### config.mk
export PLATFORM = sky130hd
export DESIGN_NAME = control_sequencer
export DESIGN_NICKNAME = d
export VERILOG_FILES = /design/src/rtl/control_sequencer_pkg.sv /design/src/rtl/control_sequencer_step_decoder.sv /design/src/rtl/control_sequencer.sv
export SDC_FILE = /design/constraint.sdc
export NUM_CORES = 1
export LEC_CHECK = 0
export ABC_AREA = 1
export BUFFER_PORTS_ARGS = -buffer_cell sky130_fd_sc_hd__buf_2
export CORE_UTILIZATION = 30
export DETAILED_ROUTE_END_ITERATION = 8
export SYNTH_ARGS = -nofsm -noshare
export SYNTH_HDL_FRONTEND = slang
export SYNTH_SLANG_ARGS = --single-unit
### constraint.sdc
create_clock -name clk -period 3.7 [get_ports clk]
set_input_delay 0.185 -clock clk [delete_from_list [all_inputs] [get_ports clk]]
set_output_delay 0.185 -clock clk [all_outputs]
set_load 0.02 [all_outputs]
### src/rtl/control_sequencer_pkg.sv
// Shared definitions for the Mini SRC hardwired control unit.
//   - opcode values (5-bit field IR[31:27])
//   - FSM state encoding (T0..T7 plus HALT)
//   - instruction groups and the control word produced for each step
package minisrc_pkg;

    localparam int OP_W = 5;

    localparam logic [4:0] OP_LD   = 5'b00000;
    localparam logic [4:0] OP_LDI  = 5'b00001;
    localparam logic [4:0] OP_ST   = 5'b00010;
    localparam logic [4:0] OP_ADD  = 5'b00011;
    localparam logic [4:0] OP_SHL  = 5'b01011;
    localparam logic [4:0] OP_ADDI = 5'b01100;
    localparam logic [4:0] OP_ORI  = 5'b01110;
    localparam logic [4:0] OP_DIV  = 5'b01111;
    localparam logic [4:0] OP_MUL  = 5'b10000;
    localparam logic [4:0] OP_NEG  = 5'b10001;
    localparam logic [4:0] OP_NOT  = 5'b10010;
    localparam logic [4:0] OP_BR   = 5'b10011;
    localparam logic [4:0] OP_JAL  = 5'b10100;
    localparam logic [4:0] OP_JR   = 5'b10101;
    localparam logic [4:0] OP_IN   = 5'b10110;
    localparam logic [4:0] OP_OUT  = 5'b10111;
    localparam logic [4:0] OP_MFLO = 5'b11000;
    localparam logic [4:0] OP_MFHI = 5'b11001;
    localparam logic [4:0] OP_HALT = 5'b11011;

    // ALU code used for effective-address and branch-target arithmetic
    localparam logic [4:0] ALU_ADD = OP_ADD;

    localparam logic [3:0] ST_T0   = 4'd0;
    localparam logic [3:0] ST_T1   = 4'd1;
    localparam logic [3:0] ST_T2   = 4'd2;
    localparam logic [3:0] ST_T3   = 4'd3;
    localparam logic [3:0] ST_T4   = 4'd4;
    localparam logic [3:0] ST_T5   = 4'd5;
    localparam logic [3:0] ST_T6   = 4'd6;
    localparam logic [3:0] ST_T7   = 4'd7;
    localparam logic [3:0] ST_HALT = 4'd8;

    typedef enum logic [3:0] {
        G_RALU, G_IMM, G_MULDIV, G_UNARY, G_LD, G_LDI, G_ST, G_BR,
        G_JR, G_JAL, G_IN, G_OUT, G_MFHI, G_MFLO, G_NOP, G_HALT
    } op_group_e;

    typedef struct packed {
        logic       pc_in, ir_in, y_in, z_in, hi_in, lo_in, mar_in, mdr_in;
        logic       outport_in, inc_pc;
        logic       pc_out, zhigh_out, zlow_out, hi_out, lo_out, mdr_out;
        logic       inport_out, c_out;
        logic       read, write;
        logic       gra, grb, grc, rin, rout, ba_out, con_in;
        logic [4:0] alu;
        logic       mem_step;   // step is stretched by the memory-wait counter
        logic       last_step;  // final execute step of the instruction
        logic       to_halt;    // leave for HALT unconditionally
    } ctrl_word_t;

    function automatic op_group_e op_group(input logic [4:0] op);
        op_group_e g;
        g = G_NOP;
        if (op == OP_LD)                          g = G_LD;
        else if (op == OP_LDI)                    g = G_LDI;
        else if (op == OP_ST)                     g = G_ST;
        else if (op >= OP_ADD && op <= OP_SHL)    g = G_RALU;
        else if (op >= OP_ADDI && op <= OP_ORI)   g = G_IMM;
        else if (op == OP_DIV || op == OP_MUL)    g = G_MULDIV;
        else if (op == OP_NEG || op == OP_NOT)    g = G_UNARY;
        else if (op == OP_BR)                     g = G_BR;
        else if (op == OP_JAL)                    g = G_JAL;
        else if (op == OP_JR)                     g = G_JR;
        else if (op == OP_IN)                     g = G_IN;
        else if (op == OP_OUT)                    g = G_OUT;
        else if (op == OP_MFLO)                   g = G_MFLO;
        else if (op == OP_MFHI)                   g = G_MFHI;
        else if (op == OP_HALT)                   g = G_HALT;
        return g;
    endfunction

endpackage

### src/rtl/control_sequencer_step_decoder.sv
// Combinational step decoder: (state, opcode, CON_out) -> control word.
//   state_i  : current FSM step
//   opcode_i : IR[31:27]
//   con_i    : branch condition flip-flop output
//   cw_o     : strobes, ALU code and sequencing hints for the parent FSM
module step_decoder
    import minisrc_pkg::*;
#(
    parameter int OPW = OP_W
) (
    input  logic [3:0]     state_i,
    input  logic [OPW-1:0] opcode_i,
    input  logic           con_i,
    output ctrl_word_t     cw_o
);

    op_group_e grp;

    always_comb begin
        cw_o = '0;
        grp  = op_group(5'(opcode_i));
        case (state_i)
            ST_T0: begin cw_o.pc_out = 1'b1; cw_o.mar_in = 1'b1; cw_o.inc_pc = 1'b1; end
            ST_T1: begin cw_o.read = 1'b1; cw_o.mdr_in = 1'b1; cw_o.mem_step = 1'b1; end
            ST_T2: begin cw_o.mdr_out = 1'b1; cw_o.ir_in = 1'b1; end
            ST_T3, ST_T4, ST_T5, ST_T6, ST_T7: begin
                // ALU code is held for the whole execute phase of the instruction
                case (grp)
                    G_RALU, G_IMM, G_MULDIV, G_UNARY: cw_o.alu = 5'(opcode_i);
                    G_LD, G_LDI, G_ST, G_BR:          cw_o.alu = ALU_ADD;
                    default:                          cw_o.alu = 5'd0;
                endcase
                case (grp)
                    G_RALU, G_IMM: begin
                        case (state_i)
                            ST_T3: begin cw_o.grb = 1'b1; cw_o.rout = 1'b1; cw_o.y_in = 1'b1; end
                            ST_T4: begin
                                if (grp == G_IMM) cw_o.c_out = 1'b1;
                                else begin cw_o.grc = 1'b1; cw_o.rout = 1'b1; end
                                cw_o.z_in = 1'b1;
                            end
                            ST_T5: begin
                                cw_o.zlow_out = 1'b1; cw_o.gra = 1'b1; cw_o.rin = 1'b1;
                                cw_o.last_step = 1'b1;
                            end
                            default: ;
                        endcase
                    end
                    G_UNARY: begin
                        if (state_i == ST_T3) begin
                            cw_o.grb = 1'b1; cw_o.rout = 1'b1; cw_o.z_in = 1'b1;
                        end else begin
                            cw_o.zlow_out = 1'b1; cw_o.gra = 1'b1; cw_o.rin = 1'b1;
                            cw_o.last_step = 1'b1;
                        end
                    end
                    G_MULDIV: begin
                        case (state_i)
                            ST_T3: begin cw_o.gra = 1'b1; cw_o.rout = 1'b1; cw_o.y_in = 1'b1; end
                            ST_T4: begin cw_o.grb = 1'b1; cw_o.rout = 1'b1; cw_o.z_in = 1'b1; end
                            ST_T5: begin cw_o.zlow_out = 1'b1; cw_o.lo_in = 1'b1; end
                            ST_T6: begin
                                cw_o.zhigh_out = 1'b1; cw_o.hi_in = 1'b1; cw_o.last_step = 1'b1;
                            end
                            default: ;
                        endcase
                    end
                    G_LD, G_LDI, G_ST: begin
                        case (state_i)
                            ST_T3: begin cw_o.grb = 1'b1; cw_o.ba_out = 1'b1; cw_o.y_in = 1'b1; end
                            ST_T4: begin cw_o.c_out = 1'b1; cw_o.z_in = 1'b1; end
                            ST_T5: begin
                                cw_o.zlow_out = 1'b1;
                                if (grp == G_LDI) begin
                                    cw_o.gra = 1'b1; cw_o.rin = 1'b1; cw_o.last_step = 1'b1;
                                end else begin
                                    cw_o.mar_in = 1'b1;
                                end
                            end
                            ST_T6: begin
                                cw_o.mdr_in = 1'b1;
                                if (grp == G_LD) begin
                                    cw_o.read = 1'b1; cw_o.mem_step = 1'b1;
                                end else begin
                                    cw_o.gra = 1'b1; cw_o.rout = 1'b1;
                                end
                            end
                            ST_T7: begin
                                cw_o.last_step = 1'b1;
                                if (grp == G_LD) begin
                                    cw_o.mdr_out = 1'b1; cw_o.gra = 1'b1; cw_o.rin = 1'b1;
                                end else begin
                                    cw_o.write = 1'b1; cw_o.mem_step = 1'b1;
                                end
                            end
                            default: ;
                        endcase
                    end
                    G_BR: begin
                        case (state_i)
                            ST_T3: begin cw_o.gra = 1'b1; cw_o.rout = 1'b1; cw_o.con_in = 1'b1; end
                            ST_T4: begin cw_o.pc_out = 1'b1; cw_o.y_in = 1'b1; end
                            ST_T5: begin cw_o.c_out = 1'b1; cw_o.z_in = 1'b1; end
                            ST_T6: begin
                                // branch target only committed when the condition latched in T3 holds
                                cw_o.zlow_out  = con_i;
                                cw_o.pc_in     = con_i;
                                cw_o.last_step = 1'b1;
                            end
                            default: ;
                        endcase
                    end
                    G_JAL: begin
                        if (state_i == ST_T3) begin
                            cw_o.pc_out = 1'b1; cw_o.grb = 1'b1; cw_o.rin = 1'b1;
                        end else begin
                            cw_o.gra = 1'b1; cw_o.rout = 1'b1; cw_o.pc_in = 1'b1;
                            cw_o.last_step = 1'b1;
                        end
                    end
                    G_JR:   begin cw_o.gra = 1'b1; cw_o.rout = 1'b1; cw_o.pc_in = 1'b1; cw_o.last_step = 1'b1; end
                    G_IN:   begin cw_o.inport_out = 1'b1; cw_o.gra = 1'b1; cw_o.rin = 1'b1; cw_o.last_step = 1'b1; end
                    G_OUT:  begin cw_o.gra = 1'b1; cw_o.rout = 1'b1; cw_o.outport_in = 1'b1; cw_o.last_step = 1'b1; end
                    G_MFHI: begin cw_o.hi_out = 1'b1; cw_o.gra = 1'b1; cw_o.rin = 1'b1; cw_o.last_step = 1'b1; end
                    G_MFLO: begin cw_o.lo_out = 1'b1; cw_o.gra = 1'b1; cw_o.rin = 1'b1; cw_o.last_step = 1'b1; end
                    G_HALT: begin cw_o.last_step = 1'b1; cw_o.to_halt = 1'b1; end
                    default: cw_o.last_step = 1'b1;
                endcase
            end
            default: ;  // HALT: no strobes
        endcase
    end

endmodule

### src/rtl/control_sequencer.sv
// Mini SRC hardwired control unit: fetch/execute FSM driving the datapath.
//   clk, clr         : clock and synchronous active-high reset
//   IR_Data, CON_out : instruction register and branch condition from datapath
//   stop             : halt request honoured at the end of the current instruction
//   *_in/*_out/...   : datapath control strobes, one step per clock
//   alu_instruction_bits : ALU operation code
//   run              : high except in HALT
module control_sequencer
    import minisrc_pkg::*;
#(
    parameter int unsigned MEM_LAT = 1,
    parameter int          OPW     = OP_W
) (
    input  logic        clk,
    input  logic        clr,
    input  logic [31:0] IR_Data,
    input  logic        CON_out,
    input  logic        stop,
    output logic        PC_in, IR_in, Y_in, Z_in, HI_in, LO_in, MAR_in, MDR_in,
    output logic        OutPort_in, IncPC,
    output logic        PC_out, Zhigh_out, Zlow_out, HI_out, LO_out, MDR_out,
    output logic        InPort_out, C_out,
    output logic        Read, Write,
    output logic        Gra, Grb, Grc, Rin, Rout, BAout, CON_in,
    output logic [4:0]  alu_instruction_bits,
    output logic        run
);

    localparam logic [1:0] LAT_M1 = 2'(MEM_LAT - 1);

    logic [3:0] state_q, state_d;
    logic [1:0] cnt_q, cnt_d;
    logic       rst_q;          // high for the cycle following any clr-high edge
    ctrl_word_t cw, cw_out;
    logic       unused_ir;

    assign unused_ir = ^IR_Data[31-OPW:0];

    step_decoder #(.OPW(OPW)) u_step_decoder (
        .state_i  (state_q),
        .opcode_i (IR_Data[31 -: OPW]),
        .con_i    (CON_out),
        .cw_o     (cw)
    );

    always_comb begin
        state_d = state_q;
        cnt_d   = cnt_q;
        if (rst_q) begin
            // hold T0 silent for one cycle so an aborted instruction leaves no strobes
            state_d = ST_T0;
            cnt_d   = 2'd0;
        end else if (state_q == ST_HALT) begin
            state_d = ST_HALT;
        end else if (cw.mem_step && cnt_q != LAT_M1) begin
            cnt_d = cnt_q + 2'd1;
        end else begin
            cnt_d = 2'd0;
            if (cw.to_halt)        state_d = ST_HALT;
            else if (cw.last_step) state_d = stop ? ST_HALT : ST_T0;
            else                   state_d = state_q + 4'd1;
        end
    end

    always_ff @(posedge clk) begin
        if (clr) begin
            state_q <= ST_T0;
            cnt_q   <= 2'd0;
            rst_q   <= 1'b1;
        end else begin
            state_q <= state_d;
            cnt_q   <= cnt_d;
            rst_q   <= 1'b0;
        end
    end

    assign cw_out = rst_q ? '0 : cw;

    assign PC_in      = cw_out.pc_in;
    assign IR_in      = cw_out.ir_in;
    assign Y_in       = cw_out.y_in;
    assign Z_in       = cw_out.z_in;
    assign HI_in      = cw_out.hi_in;
    assign LO_in      = cw_out.lo_in;
    assign MAR_in     = cw_out.mar_in;
    assign MDR_in     = cw_out.mdr_in;
    assign OutPort_in = cw_out.outport_in;
    assign IncPC      = cw_out.inc_pc;
    assign PC_out     = cw_out.pc_out;
    assign Zhigh_out  = cw_out.zhigh_out;
    assign Zlow_out   = cw_out.zlow_out;
    assign HI_out     = cw_out.hi_out;
    assign LO_out     = cw_out.lo_out;
    assign MDR_out    = cw_out.mdr_out;
    assign InPort_out = cw_out.inport_out;
    assign C_out      = cw_out.c_out;
    assign Read       = cw_out.read;
    assign Write      = cw_out.write;
    assign Gra        = cw_out.gra;
    assign Grb        = cw_out.grb;
    assign Grc        = cw_out.grc;
    assign Rin        = cw_out.rin;
    assign Rout       = cw_out.rout;
    assign BAout      = cw_out.ba_out;
    assign CON_in     = cw_out.con_in;
    assign alu_instruction_bits = cw_out.alu;
    assign run        = rst_q | (state_q != ST_HALT);

endmodule
After elaboration in Yosys (flattened, before gate mapping)

Cells that the tools add are included.

$add $sub $neg: 2
$lt $le $gt $ge: 4
Equality and inequality tests: 38
Multiplexer cells: 89
Bitwise logic cells: 1
Reduce and logical (&&, ||, !) cells: 25

Operator list:

| cell                                                                             | number |
|---|---|
| 4-bit two-way mux                                                                | 21 |
| 5-bit == test, second input constant                                             | 11 |
| 1-bit two-way mux                                                                | 37 |
| 35-bit two-way mux                                                               | 1 |
| 4-bit by 3-bit == test with 1-bit output, second input constant                  | 8 |
| 4-bit == test, second input constant                                             | 8 |
| 1-bit case mux with 2 select lines                                               | 13 |
| 4-bit by 2-bit == test with 1-bit output, second input constant                  | 4 |
| 1-bit case mux with 3 select lines                                               | 5 |
| 2-bit OR reduction                                                               | 7 |
| 13-bit two-way mux                                                               | 1 |
| 2-bit two-way mux                                                                | 6 |
| 5-bit by 4-bit less-or-equal comparator with 1-bit output, second input constant | 2 |
| 1-bit case mux with 5 select lines                                               | 2 |
| 5-bit case mux with 2 select lines                                               | 1 |
| 5-bit OR reduction                                                               | 2 |
| 3-bit OR reduction                                                               | 3 |
| 4-bit by 1-bit == test with 1-bit output, second input constant                  | 2 |
| 4-bit logical NOT                                                                | 2 |
| 4-bit OR reduction                                                               | 2 |
| 7-bit OR reduction                                                               | 1 |
| 1-bit case mux with 6 select lines                                               | 1 |
| 6-bit OR reduction                                                               | 1 |
| 5-bit by 1-bit == test with 1-bit output, second input constant                  | 1 |
| other kinds (14)                                                                 | 17 |

Register bits after elaboration: 7
Input port bits: 36
Output and inout bits: 33
Logic and storage cells: 163

Depth between registers and ports, before layout

Depth in word-level cells: 25
Depth in mapped cells: 14
Mapped depth without buffers: 14

By module

From an unflattened synthesis, not the netlist that was laid out.

Cells, all modules: 288
Area total of the unflattened synthesis: 1475.2 um^2

By module, submodules not included:

| module            | times used | cells each | area each (um^2) | seq. area each (um^2) |
|---|---|---|---|---|
| step_decoder      | 1          | 165        | 792.0            | 0.0 |
| control_sequencer | 1          | 123        | 683.2            | 140.1 |

Least setup slack after synthesis

OpenSTA, ideal clock, no wires.

Kind: register -> output
Start: reg state_q[1]
End: out OutPort_in
Data arrival time: 1.821 ns
Required time: 3.515 ns
Slack: 1.694 ns
Cell stages (with the launch flop): 11
Path buffers: 0
Cell sequence: dfxtp_1 > inv_1 > ha_1 > inv_1 > nor2_2 > inv_1 > nand4_2 > inv_2 > nor2_2 > inv_2 > nor4_1

Word-level cells in the longest chain between the ends: 4
Elaborated cells on any way between the ends: 8
Those cells by class: eq/ne (5); mux (2); reduce/logical (1)

RTL lines:

| what                                                                                                 | RTL line                             | RTL |
|---|---|---|
| start: declaration                                                                                   | control_sequencer.sv:31              | `logic [3:0] state_q, state_d;` |
| start signal: assignment                                                                             | control_sequencer.sv:71              | `state_q <= state_d;` |
| 4-bit by 3-bit == test with 1-bit output or 4-bit by 2-bit == test with 1-bit output (tied branches) | control_sequencer_step_decoder.sv:22 | `case (state_i)` |
| 5-bit OR reduction *                                                                                 | control_sequencer_step_decoder.sv:22 |  |
| 1-bit two-way mux *                                                                                  | control_sequencer_step_decoder.sv:22 |  |
| 35-bit two-way mux *                                                                                 | control_sequencer.sv:77              | `assign cw_out = rst_q ? '0 : cw;` |
| end: declaration                                                                                     | control_sequencer.sv:20              | `output logic OutPort_in, IncPC,` |

Every way passes the cells marked *; elsewhere a longest branch is shown, timed or not.

Worst setup path after layout

Start: reg state_q[1]
End: out alu_instruction_bits[2]

Word-level cells in the longest chain between the ends: 4
Elaborated cells on any way between the ends: 8
Those cells by class: eq/ne (5); mux (2); reduce/logical (1)

RTL lines:

| what                                                                                                 | RTL line                             | RTL |
|---|---|---|
| 4-bit by 3-bit == test with 1-bit output or 4-bit by 2-bit == test with 1-bit output (tied branches) | control_sequencer_step_decoder.sv:22 |  |
| 5-bit OR reduction *                                                                                 | control_sequencer_step_decoder.sv:22 |  |
| 13-bit two-way mux *                                                                                 | control_sequencer_step_decoder.sv:22 |  |
| 35-bit two-way mux *                                                                                 | control_sequencer.sv:77              |  |
| end: declaration                                                                                     | control_sequencer.sv:25              | `output logic [4:0] alu_instruction_bits,` |

Marked as above.

==> summary.md <==
| Metric | Value |
|---|---|
| Die Span Y | `67.2 um` |
| DRC errors left | `0` |
| WHS | `0.0782 ns` |
| Startpoint types | `flip-flop` |
| Async S/R FF share, synth | `0%` |
| Routed wire length per instance | `11.4 um` |
| Post-Place Cells | `327` |
| Vias | `1639` |
| Grt ovf | `0` |
| Vias in the first global route | `1301` |
| Fillcell total | `472` |
| Setup ws final | `1.27 ns` |
| VDD IR-drop max | `249 uV` |
| EDFF count, synth | `0` |
| Pin count of the biggest net entering global routing | `21` |
| Setup Skew | `0.00282 ns` |
| IO Count | `69` |
| GPL Wtd Cong | `0.889` |
| Clock-pin slew on the worst setup and hold paths | `0.04 ns` |
| Initial drt markers | `111` |
| Post-CTS sizing | `0` |
| Number of setup violations in the final report | `0` |
| Worst-margin pin slew | `0.691 ns` |
| P_leak | `0.855 nW` |
| Pwr dens | `175 nW/um2` |
| Final TNS setup | `0 ns` |
| Distinct cells, synth | `26` |
| GRT Overall Usage | `17.1%` |
| Post-Place Setup Slack | `1.51 ns` |
| Row cnt | `23` |
| Max-slew violation count | `0` |
| Worst-Skew Late Latency | `0.23 ns` |
| Max cap viols | `0` |
| Worst-path maximum fanout | `13` |
| R2R cell count | `11` |
| Clock Sinks | `7` |
| CP arrival | `2.25 ns` |
| Syn Area/Cell | `5.26 um2` |
| Antenna violations before repair | `0` |
| Kind of critical path | `flip-flop to output pin` |
| Total CTS buffers | `3` |
| Synthesis-to-finish area growth | `22.4%` |
| Count of final hold-check violations | `0` |
| Yosys reg bits | `7` |
| Syn Inst Count | `242` |
| Status | `finished, final reports clean` |
| N_diodes | `0` |
| # hold bufs at CTS | `0` |
| Fmax | `0.411 GHz` |
| Fraction of layout instances using a drive strength above 1 | `27.4%` |
| CP required | `3.51 ns` |
| Post-Syn Nets | `283` |
| Synthesized area | `1270 um2` |
| Post-layout net count | `323` |
| RSZ-0062 raised after global routing | `no` |
| Die X | `67.2 um` |
| Worst rel slew slack | `53.9%` |
| Fin crit period | `2.43 ns` |
| Hold depth | `1` |
| Clk buf depth | `2` |
| Htree depth | `1` |
| PortBufs | `41` |
| Global-route wire length before repair | `5920 um` |
| Core ar. | `4030 um2` |
| Post-synth top flop | `dfxtp_1` |
| Design Power | `0.000273 W` |
| Finished Layout Cells | `331` |
| CP Capture Type | `output pin` |
| Seq/Total Area, Yosys | `11.0%` |
| TritonCTS clock tree | `yes` |
| 1st-pass router iterations | `4` |
| Vias per std cell | `4.95` |
| DIE AREA | `4510 um2` |
| Root Buffer Master | `clkbuf_8` |
| DRT antenna net count | `0` |
| Synth Warn # | `0` |
| Post-CTS setup buffer count | `0` |
| Final WL | `3780 um` |
| Worst Hold Class | `input pin to flip-flop` |
| Hpwl dp | `3150 um` |
| Initial Util | `31.6%` |
| Final period utilization | `65.7%` |
[where the power goes]
| group | switching [W] | internal [W] |
|---|---|---|
| clock network | 0.0000336 | 0.0000729 |
| logic | 0.0000583 | 0.0000259 |
| registers | 0.00000474 | 0.0000775 |
[layout make-up]
cell class | instances | area (um2) | share of cell area, %
flip-flops and latches | 7 | 140 | 8.99
clock buffers | 3 | 41.3 | 2.65
clock inverters | 1 | 5.00 | 0.321
well taps | 50 | 62.6 | 4.01
multi-input cells | 188 | 951 | 61.0
repair buffers | 41 | 205 | 13.2
inverters | 41 | 154 | 9.87
[path summary, 6_finish.rpt]
| kind | from | endpoint | slack [ns] |
|---|---|---|---|
| min reg2reg | cnt_q[1] | cnt_q[1] | 0.46 |
| max | state_q[1] | alu_instruction_bits[2] | 1.27 |
| max reg2reg | state_q[0] | state_q[3] | 1.82 |
| min | clr | rst_q | 0.08 |
[synth_stat cells, types with 2 or more instances]
library cell | number | area share [%]
nor2_1 | 45 | 13
nor4_1 | 3 | 1.5
o21ai_0 | 5 | 2.0
nor3_1 | 6 | 2.4
nand2_2 | 5 | 2.5
dfxtp_1 | 7 | 11
ha_1 | 5 | 4.9
xor2_1 | 2 | 1.4
nand3_1 | 21 | 8.3
nor2_2 | 3 | 1.5
nand4_1 | 4 | 2.0
inv_1 | 27 | 8.0
nor2_4 | 4 | 3.5
a21oi_1 | 20 | 7.9
o22ai_1 | 3 | 1.5
nand3_2 | 5 | 3.9
nand2_1 | 53 | 16
inv_2 | 14 | 4.1
buf_2 | 2 | 0.79
clkbuf_1 | 2 | 0.59
[sequential cells by signal (all words and copies together) (netlist names)]
register  flops
state_q       4
rst_q         1
cnt_q         2
[worst max-delay path, cell delays in order (launching register included)]
cell     delay [ns]
dfxtp_1        0.40
ha_1           0.26
nand2_1        0.29
nand2_1        0.17
inv_1          0.07
nand4_2        0.12
inv_2          0.07
nor2_2         0.11
inv_2          0.11
nor2_4         0.10
nand2_1        0.08
nor2_1         0.09
buf_2          0.16
[through the flow]
step                      util [%]  instance area [um2]
after CTS                     38.7                 1560
after global routing          38.7                 1560
final                         38.7                 1560
after floorplan                  -                 1270
after detailed placement      37.5                 1510
after global placement        37.5                 1510
[layer usage]
layer	part of all wire, %	GRT usage (%)
met1	48	24.7
met4	0	0.798
met2	46	27.3
met3	5.6	3.38
met5	0	0
[cell usage in the layout, fill, tap and decap left out]
cell	count
a211oi_1	1
a21oi_1	20
a31oi_1	1
buf_2	41
clkbuf_8	3
clkinv_2	1
dfxtp_1	7
ha_1	5
inv_1	27
inv_2	14
nand2_1	53
nand2_2	5
nand3_1	21
nand3_2	5
nand4_1	4
nand4_2	1
nor2_1	45
nor2_2	3
nor2_4	4
nor3_1	6
nor4_1	3
o2111ai_1	1
o21ai_0	5
o22ai_1	3
xor2_1	2
[kinds of logic after synthesis]
kind of cell / Yosys count / share of synthesized area (%)
simple gates: 150 / 55.3
buf+inv: 47 / 14.3
compound gates: 31 / 13.1
flops: 7 / 11.0
fa+ha+maj: 5 / 4.91
xor+xnor: 2 / 1.38
Power figures use the tool's default switching activity.
